==> src/rtl/spi_xfer_ctrl_if.sv <==
// -----------------------------------------------------------------------------
// spi_xfer_ctrl_if
// Bundles the upstream command handshake and the SPI pins of spi_xfer_ctrl.
//   START    request a transfer (controller input)
//   TX_DATA  word to send, MSB first (controller input)
//   MISO     serial data from the slave (controller input)
//   BUSY     transfer in progress (controller output)
//   DONE     one-cycle completion pulse (controller output)
//   RX_DATA  last received word (controller output)
//   SCLK     serial clock, idle low (controller output)
//   MOSI     serial data to the slave (controller output)
//   CS_N     active-low slave select (controller output)
// modport slave  : the transfer controller itself
// modport master : the environment driving requests and the MISO line
// -----------------------------------------------------------------------------
interface spi_xfer_ctrl_if #(
    parameter int DATA_W = 8
);
    logic              START;
    logic [DATA_W-1:0] TX_DATA;
    logic              MISO;
    logic              BUSY;
    logic              DONE;
    logic [DATA_W-1:0] RX_DATA;
    logic              SCLK;
    logic              MOSI;
    logic              CS_N;

    modport slave (
        input  START, TX_DATA, MISO,
        output BUSY, DONE, RX_DATA, SCLK, MOSI, CS_N
    );

    modport master (
        output START, TX_DATA, MISO,
        input  BUSY, DONE, RX_DATA, SCLK, MOSI, CS_N
    );
endinterface

==> src/rtl/spi_xfer_ctrl.sv <==
// -----------------------------------------------------------------------------
// spi_xfer_ctrl
// Sequences one SPI mode-0 (CPOL=0, CPHA=0) full-duplex transfer of DATA_W
// bits, MSB first, per accepted START. Everything runs on CLK and advances
// only on TICK_EN, a one-cycle enable marking each SCLK half-period.
// Ports:
//   CLK      system clock
//   NRST     synchronous reset, active low
//   TICK_EN  half-SCLK-period enable pulse
//   bus      spi_xfer_ctrl_if.slave: START/TX_DATA/MISO in,
//            BUSY/DONE/RX_DATA/SCLK/MOSI/CS_N out (all registered)
// Parameters:
//   DATA_W   bits per transfer (2..32)
//   CS_SETUP ticks from CS_N falling to the first SCLK rise (1..15)
//   CS_HOLD  ticks from the last SCLK fall to CS_N rising (1..15)
// -----------------------------------------------------------------------------
module spi_xfer_ctrl #(
    parameter int DATA_W   = 8,
    parameter int CS_SETUP = 1,
    parameter int CS_HOLD  = 1
) (
    input  logic           CLK,
    input  logic           NRST,
    input  logic           TICK_EN,
    spi_xfer_ctrl_if.slave bus
);

    localparam int BCW = $clog2(DATA_W + 1);

    localparam logic [1:0] S_IDLE  = 2'd0;
    localparam logic [1:0] S_SETUP = 2'd1;
    localparam logic [1:0] S_XFER  = 2'd2;
    localparam logic [1:0] S_HOLD  = 2'd3;

    // Terminal values of the phase counters, pre-sized to the counter widths.
    localparam logic [3:0]     SETUP_LAST = 4'(CS_SETUP - 1);
    localparam logic [3:0]     HOLD_LAST  = 4'(CS_HOLD - 1);
    localparam logic [BCW-1:0] BCNT_FULL  = BCW'(DATA_W);
    localparam logic [BCW-1:0] BCNT_ONE   = BCW'(1);

    logic [1:0]        state_q, state_d;
    logic [DATA_W-1:0] tx_sr_q, tx_sr_d;
    logic [DATA_W-1:0] rx_sr_q, rx_sr_d;
    logic [BCW-1:0]    bcnt_q,  bcnt_d;
    logic [3:0]        tcnt_q,  tcnt_d;
    logic              sclk_q,  sclk_d;
    logic              mosi_q,  mosi_d;
    logic              csn_q,   csn_d;
    logic              busy_q,  busy_d;
    logic              done_q,  done_d;
    logic [DATA_W-1:0] rxd_q,   rxd_d;

    always_comb begin
        state_d = state_q;
        tx_sr_d = tx_sr_q;
        rx_sr_d = rx_sr_q;
        bcnt_d  = bcnt_q;
        tcnt_d  = tcnt_q;
        sclk_d  = sclk_q;
        mosi_d  = mosi_q;
        csn_d   = csn_q;
        busy_d  = busy_q;
        done_d  = 1'b0;
        rxd_d   = rxd_q;

        case (state_q)
            S_IDLE: begin
                // Acceptance does not wait for TICK_EN, and a tick landing
                // on this edge is not counted toward setup.
                if (bus.START) begin
                    tx_sr_d = bus.TX_DATA;
                    rx_sr_d = '0;
                    mosi_d  = bus.TX_DATA[DATA_W-1];
                    csn_d   = 1'b0;
                    busy_d  = 1'b1;
                    tcnt_d  = '0;
                    bcnt_d  = '0;
                    state_d = S_SETUP;
                end
            end

            S_SETUP: begin
                if (TICK_EN) begin
                    if (tcnt_q == SETUP_LAST) begin
                        // Last setup tick is also the first SCLK rise.
                        sclk_d  = 1'b1;
                        rx_sr_d = {rx_sr_q[DATA_W-2:0], bus.MISO};
                        bcnt_d  = BCNT_ONE;
                        state_d = S_XFER;
                    end else begin
                        tcnt_d = tcnt_q + 4'd1;
                    end
                end
            end

            S_XFER: begin
                if (TICK_EN) begin
                    if (!sclk_q) begin
                        sclk_d  = 1'b1;
                        rx_sr_d = {rx_sr_q[DATA_W-2:0], bus.MISO};
                        bcnt_d  = bcnt_q + BCNT_ONE;
                    end else begin
                        sclk_d = 1'b0;
                        if (bcnt_q == BCNT_FULL) begin
                            // Final fall: MOSI keeps the LSB through hold.
                            tcnt_d  = '0;
                            state_d = S_HOLD;
                        end else begin
                            tx_sr_d = tx_sr_q << 1;
                            mosi_d  = tx_sr_q[DATA_W-2];
                        end
                    end
                end
            end

            S_HOLD: begin
                if (TICK_EN) begin
                    if (tcnt_q == HOLD_LAST) begin
                        csn_d   = 1'b1;
                        mosi_d  = 1'b0;
                        rxd_d   = rx_sr_q;
                        done_d  = 1'b1;
                        busy_d  = 1'b0;
                        state_d = S_IDLE;
                    end else begin
                        tcnt_d = tcnt_q + 4'd1;
                    end
                end
            end

            default: state_d = S_IDLE;
        endcase
    end

    always_ff @(posedge CLK) begin
        if (!NRST) begin
            state_q <= S_IDLE;
            tx_sr_q <= '0;
            rx_sr_q <= '0;
            bcnt_q  <= '0;
            tcnt_q  <= '0;
            sclk_q  <= 1'b0;
            mosi_q  <= 1'b0;
            csn_q   <= 1'b1;
            busy_q  <= 1'b0;
            done_q  <= 1'b0;
            rxd_q   <= '0;
        end else begin
            state_q <= state_d;
            tx_sr_q <= tx_sr_d;
            rx_sr_q <= rx_sr_d;
            bcnt_q  <= bcnt_d;
            tcnt_q  <= tcnt_d;
            sclk_q  <= sclk_d;
            mosi_q  <= mosi_d;
            csn_q   <= csn_d;
            busy_q  <= busy_d;
            done_q  <= done_d;
            rxd_q   <= rxd_d;
        end
    end

    assign bus.BUSY    = busy_q;
    assign bus.DONE    = done_q;
    assign bus.RX_DATA = rxd_q;
    assign bus.SCLK    = sclk_q;
    assign bus.MOSI    = mosi_q;
    assign bus.CS_N    = csn_q;

endmodule

==> src/flat_wrapper.sv <==
// flat-port wrapper written by rule: the top's interface ports become plain ports
module spi_xfer_ctrl_flat 
#(
    parameter int DATA_W   = 8,
    parameter int CS_SETUP = 1,
    parameter int CS_HOLD  = 1
)
  (CLK, NRST, TICK_EN, bus_START, bus_TX_DATA, bus_MISO, bus_BUSY, bus_DONE, bus_RX_DATA, bus_SCLK, bus_MOSI, bus_CS_N);
  spi_xfer_ctrl_if #(.DATA_W(DATA_W)) bus_i ();
  input  logic CLK;
  input  logic NRST;
  input  logic TICK_EN;
  input wire logic [$bits(bus_i.START)-1:0] bus_START;
  input wire logic [$bits(bus_i.TX_DATA)-1:0] bus_TX_DATA;
  input wire logic [$bits(bus_i.MISO)-1:0] bus_MISO;
  output wire logic [$bits(bus_i.BUSY)-1:0] bus_BUSY;
  output wire logic [$bits(bus_i.DONE)-1:0] bus_DONE;
  output wire logic [$bits(bus_i.RX_DATA)-1:0] bus_RX_DATA;
  output wire logic [$bits(bus_i.SCLK)-1:0] bus_SCLK;
  output wire logic [$bits(bus_i.MOSI)-1:0] bus_MOSI;
  output wire logic [$bits(bus_i.CS_N)-1:0] bus_CS_N;
  assign bus_i.START = bus_START;
  assign bus_i.TX_DATA = bus_TX_DATA;
  assign bus_i.MISO = bus_MISO;
  assign bus_BUSY = bus_i.BUSY;
  assign bus_DONE = bus_i.DONE;
  assign bus_RX_DATA = bus_i.RX_DATA;
  assign bus_SCLK = bus_i.SCLK;
  assign bus_MOSI = bus_i.MOSI;
  assign bus_CS_N = bus_i.CS_N;
  spi_xfer_ctrl #(.DATA_W(DATA_W), .CS_SETUP(CS_SETUP), .CS_HOLD(CS_HOLD)) u_core (.CLK(CLK), .NRST(NRST), .TICK_EN(TICK_EN), .bus(bus_i));
endmodule
==> config.mk <==
export PLATFORM = sky130hd
export DESIGN_NAME = spi_xfer_ctrl_flat
export DESIGN_NICKNAME = d
export VERILOG_FILES = /design/src/rtl/spi_xfer_ctrl_if.sv /design/src/rtl/spi_xfer_ctrl.sv /design/src/flat_wrapper.sv
export SDC_FILE = /design/constraint.sdc
export NUM_CORES = 1
export LEC_CHECK = 0
export CAP_MARGIN = 20
export CORE_ASPECT_RATIO = 0.7
export CORE_MARGIN = 3
export CORE_UTILIZATION = 45
export DETAILED_ROUTE_END_ITERATION = 10
export PLACE_DENSITY = 0.73
export SLEW_MARGIN = 5
export SYNTH_ARGS = -nofsm -noshare
export SYNTH_HDL_FRONTEND = slang
export SYNTH_SLANG_ARGS = --single-unit
==> constraint.sdc <==
create_clock -name CLK -period 2.1 [get_ports CLK]
set_input_delay 0.525 -clock CLK [delete_from_list [all_inputs] [get_ports CLK]]
set_output_delay 0.525 -clock CLK [all_outputs]
set_load 0.005 [all_outputs]
Yosys cells after proc, flatten, opt, wreduce, memory -nomap -nowiden. Cells that the tools add are included.

$add $sub $neg: 2. Equal/unequal tests: 16. Mux-type cells: 49. Reduce and logical (&&, ||, !) cells: 17.

Operators with widths (number): 4-bit 2-to-1 mux (10); 8-bit 2-to-1 mux (5); 7-bit 2-to-1 mux (4); 4-bit one-hot mux with 3 select lines (2); 8-bit one-hot mux with 3 select lines (1); 2-bit 2-to-1 mux (8); 2-bit inequality test (second input constant) (7); 7-bit one-hot mux with 2 select lines (1); 1-bit 2-to-1 mux (13); 6-bit AND reduction (2); 2-bit by 1-bit inequality test with 1-bit output (second input constant) (5); 4-bit by 1-bit adder with 4-bit output (second input constant) (2); 2-bit one-hot mux with 4 select lines (1); 4-bit AND reduction (2); 8-bit AND reduction (1); 7-bit AND reduction (1); 1-bit one-hot mux with 2 select lines (3); 3-bit AND reduction (2); 2-bit nonzero test (3); 3-bit nonzero test (2); 5-bit AND reduction (1); 2-bit equality test (second input constant) (2); 4-bit equality test (second input constant) (1); 4-bit logical NOT (1); other kinds (4) (4).

Bits in registers: 38. Output and inout bits: 13. Word-level logic and storage cells: 95.

Logic depth before layout (Yosys ltp).
Word-level depth: 5. Mapped depth: 8.

Least setup slack after synthesis. OpenSTA, ideal clock, no wires.

Path type: reg-to-reg. Start point: reg u_core.state_q[0]. End point: reg u_core.tcnt_q[0]. Arrival: 1617 ps. Setup slack: 409 ps. Cell stages (with the launch flop): 8. Buffers on the path: 1. Cells stage by stage: dfxtp_1 inv_1 ha_1 clkbuf_2 a21bo_1 o211ai_2 or3_1 o22ai_1.

Word-level cells in the longest chain between the ends: 4. Elaborated cells on any way between the ends: 13. Classes of those cells: 9 x eq/ne; 1 x mux; 3 x reduce/logical.

RTL lines: start: declaration (line spi_xfer_ctrl.sv:41) `logic [1:0] state_q, state_d;`; start signal: assignment (line spi_xfer_ctrl.sv:149) `state_q <= state_d;`; 2-bit by 1-bit equality test with 1-bit output / 2-bit equality test (equally long branches) (line spi_xfer_ctrl.sv:66) `case (state_q)`; 2-bit OR reduction (no line); 2-bit inequality test (no line) / 2-bit by 1-bit inequality test with 1-bit output (equally long branches); 6-bit AND reduction (no line); end signal: assignment (line spi_xfer_ctrl.sv:153) `tcnt_q <= tcnt_d;`; end: declaration (line spi_xfer_ctrl.sv:45) `logic [3:0] tcnt_q, tcnt_d;`.

Parallel ways exist; a longest one is shown, timed or not. A chain may end at the register's enable or synchronous reset.

Worst setup path after layout.
Start point: reg u_core.state_q[0]. End point: reg u_core.tcnt_q[1].

Same word-level chain as after synthesis.

==> qor.txt <==
clk sink count -> 38
height of the die -> 61.8 um
Worst Reg-to-Reg Cells -> 7
routed vias/inst -> 5.66
Yosys reg bits -> 38
port bufs -> 25
pwr dens -> 1160 nW/um2
Syn Nets -> 251
Hold Crit Class -> reg -> reg
number of global-route vias before repair -> 1,642
fill cell instance count of the final layout -> 350
Crit path arrival time -> 2.16 ns
TNS Setup -> 0 ns
Post-synth EDFFs -> 0
Synth warnings -> 0
initial core utilization -> 49.0%
status -> completed
die width -> 85.8 um
cell count after placement -> 309
cell area after synthesis -> 2000 um2
startpoint types -> flip-flop
CTS clock-pin slew for the worst setup and hold paths -> 0.08 ns
# DRC -> 0
Leak -> 1.01 nW
syn_area_per_cell -> 8.83 um2
Hold Crit Depth -> 2
Layout Skew -> 0.0102 ns
post-route cell area -> 2560 um2
Post-CTS Setup Bufs -> 0
final cell count without fillers -> 317
pre-CTS setup slack -> 0.0530 ns
max_cap viols -> 0
Final Power -> 2.96 mW
RSZ-0062 raised after global routing -> false
final hold viol count -> 0
Netlist cell types -> 48
Placement Cell Area -> 2410 um2
CTS HTree Levels -> 2
die area -> 5300 um2
Worst Setup End Kind -> flip-flop
clock root buffer -> clkbuf_8
maximum clock frequency -> 517 MHz
hold-fix buffers at CTS -> 0
Final Critical Period -> 1.93 ns
Final HPWL DP -> 3210 um
Crit Path Class -> reg -> reg
measured slew at the worst slew-check pin -> 0.416 ns
Total Routing Usage GR -> 18.7%
clk_lat worst skew -> 0.30 ns
CTS Buffer Depth -> 2
number of diodes -> 0
first-pass GRT wire length -> 7850 um
largest net degree at the start of global routing -> 47
WP data required -> 2.32 ns
Vias -> 1,794
Fin Hold WS -> 0.465 ns
crit share post-route -> 92.1%
final core occ -> 62.5%
Slew Limit Headroom -> 72.3%
asr flop ratio synth -> 0%
Main synth FF type -> dfxtp_1
VDD IR max -> 0.000657 V
flop2flop setup slack -> 0.17 ns
Core ar. -> 4090 um2
site row count -> 19
Num CTS Buffers -> 5
CTS tree -> built
iteration count of the initial detailed-routing pass -> 4
Cells after Synth -> 227
Area Growth Syn to Fin -> 27.5%
initial drt markers -> 103
Worst Setup Slack, final -> 0.167 ns
max-slew violations -> 0
crit-path max FO -> 5
Setup Viol. Count Final -> 0
proportion of layout cells with a drive suffix above 1 -> 14.7%
drt total wl -> 4530 um
GRT overflow -> 0
sequential area share after synthesis -> 38.0%
Final nets -> 288
Routability Congestion -> 0.928
initial antenna violation count -> 0
Final ANT Viol Nets -> 0
WL/cell -> 14.3 um
IO Count -> 26
==> metal layers <==
metal	up-vias	GRT usage [%]	wire length [um]	share of wire, %
li1	895	-	-	-
met1	842	27.9	2350	52
met2	51	26.3	1850	41
met3	6	4.61	271	6.0
met4	0	6.09	47	1.0
met5	-	0	0	0
==> report_power, final <==
part / switching (mW) / total [mW] / internal [mW] / leakage (nW)
combinational: 0.692 / 1.28 / 0.588 / 0.634
clock: 0.278 / 0.754 / 0.476 / 0.0683
sequential: 0.0865 / 0.925 / 0.838 / 0.309
==> cells by family after synthesis <==
| logic type | count (synthesis) | share of synthesized area, % |
|---|---|---|
| compound gates | 65 | 24.0 |
| fa+ha+maj | 11 | 6.87 |
| buf+inv | 26 | 6.06 |
| flops | 38 | 38.0 |
| mux | 10 | 5.06 |
| simple gates | 77 | 20.0 |
==> cell usage in the layout (no fill, tap or decap), types with 3 or more instances in the layout <==
cell,n
nand4_1,11
o21ai_0,13
o211a_1,6
clkdlybuf4s50_1,25
nand2_1,31
buf_4,20
dfxtp_1,38
a21boi_0,9
o22ai_1,3
a21oi_1,9
clkbuf_8,5
mux2i_1,9
nor2_1,6
a21boi_1,8
nor2b_1,3
inv_1,10
nand3_1,11
ha_1,11
==> critical path: stages, from the launching register on <==
cell	delay (ns)
dfxtp_1	0.41
inv_1	0.12
ha_1	0.28
buf_4	0.18
a21bo_1	0.21
o211ai_2	0.11
or3_1	0.37
o22ai_1	0.18
==> state kept, by name, indices dropped and copies added, names as in the netlist <==
signal,count
u_core.bus.RX_DATA,8
u_core.rx_sr_q,8
u_core.tx_sr_q,7
u_core.bcnt_q,4
u_core.tcnt_q,4
u_core.state_q,2
u_core.bus.BUSY,1
u_core.bus.CS_N,1
u_core.bus.DONE,1
u_core.bus.MOSI,1
u_core.bus.SCLK,1
==> final timing paths <==
check | endpoint | from
worst max-delay path | u_core.tcnt_q[1] | u_core.state_q[0]
worst min-delay path | u_core.bus.RX_DATA[5] | u_core.bus.RX_DATA[5]
worst max register to register | u_core.tcnt_q[1] | u_core.state_q[0]
worst min register to register | u_core.bus.RX_DATA[5] | u_core.bus.RX_DATA[5]
==> cells in the mapped netlist (2+ instances only) <==
cell type / n / area (um2)
nand4b_1: 2 / 17.5
ha_1: 11 / 138
o211a_1: 6 / 60.1
o21ai_0: 13 / 65.1
buf_6: 2 / 22.5
mux2i_1: 9 / 90.1
nand2_1: 31 / 116
nand4_1: 11 / 68.8
inv_1: 10 / 37.5
o22ai_1: 3 / 18.8
nor2b_1: 3 / 18.8
clkbuf_1: 7 / 26.3
nor2_1: 6 / 22.5
nand3_1: 11 / 55.1
a21oi_1: 9 / 45.0
a21boi_1: 8 / 60.1
and3_1: 2 / 12.5
nor3_1: 2 / 10.0
buf_2: 6 / 30.0
dfxtp_1: 38 / 761
o211ai_1: 2 / 15.0
a21boi_0: 9 / 67.6
==> area by class of cell <==
| class | count | area, um2 | share of cell area [%] |
|---|---|---|---|
| repair buffers | 46 | 420 | 16.4 |
| clock buffers | 5 | 68.8 | 2.69 |
| clock inverters | 3 | 68.8 | 2.69 |
| inverters | 10 | 37.5 | 1.47 |
| well taps | 52 | 65.1 | 2.55 |
| flip-flops and latches | 38 | 761 | 29.8 |
| multi-input cells | 163 | 1130 | 44.4 |
==> repair_timing <==
| item | 4_1_cts | 5_1_grt |
|---|---|---|
| hold endpoints to repair | 0 | 0 |
| setup endpoints to repair | 0 | 3 |
| resized for setup | 0 | 2 |
Power figures use the tool's default switching activity.
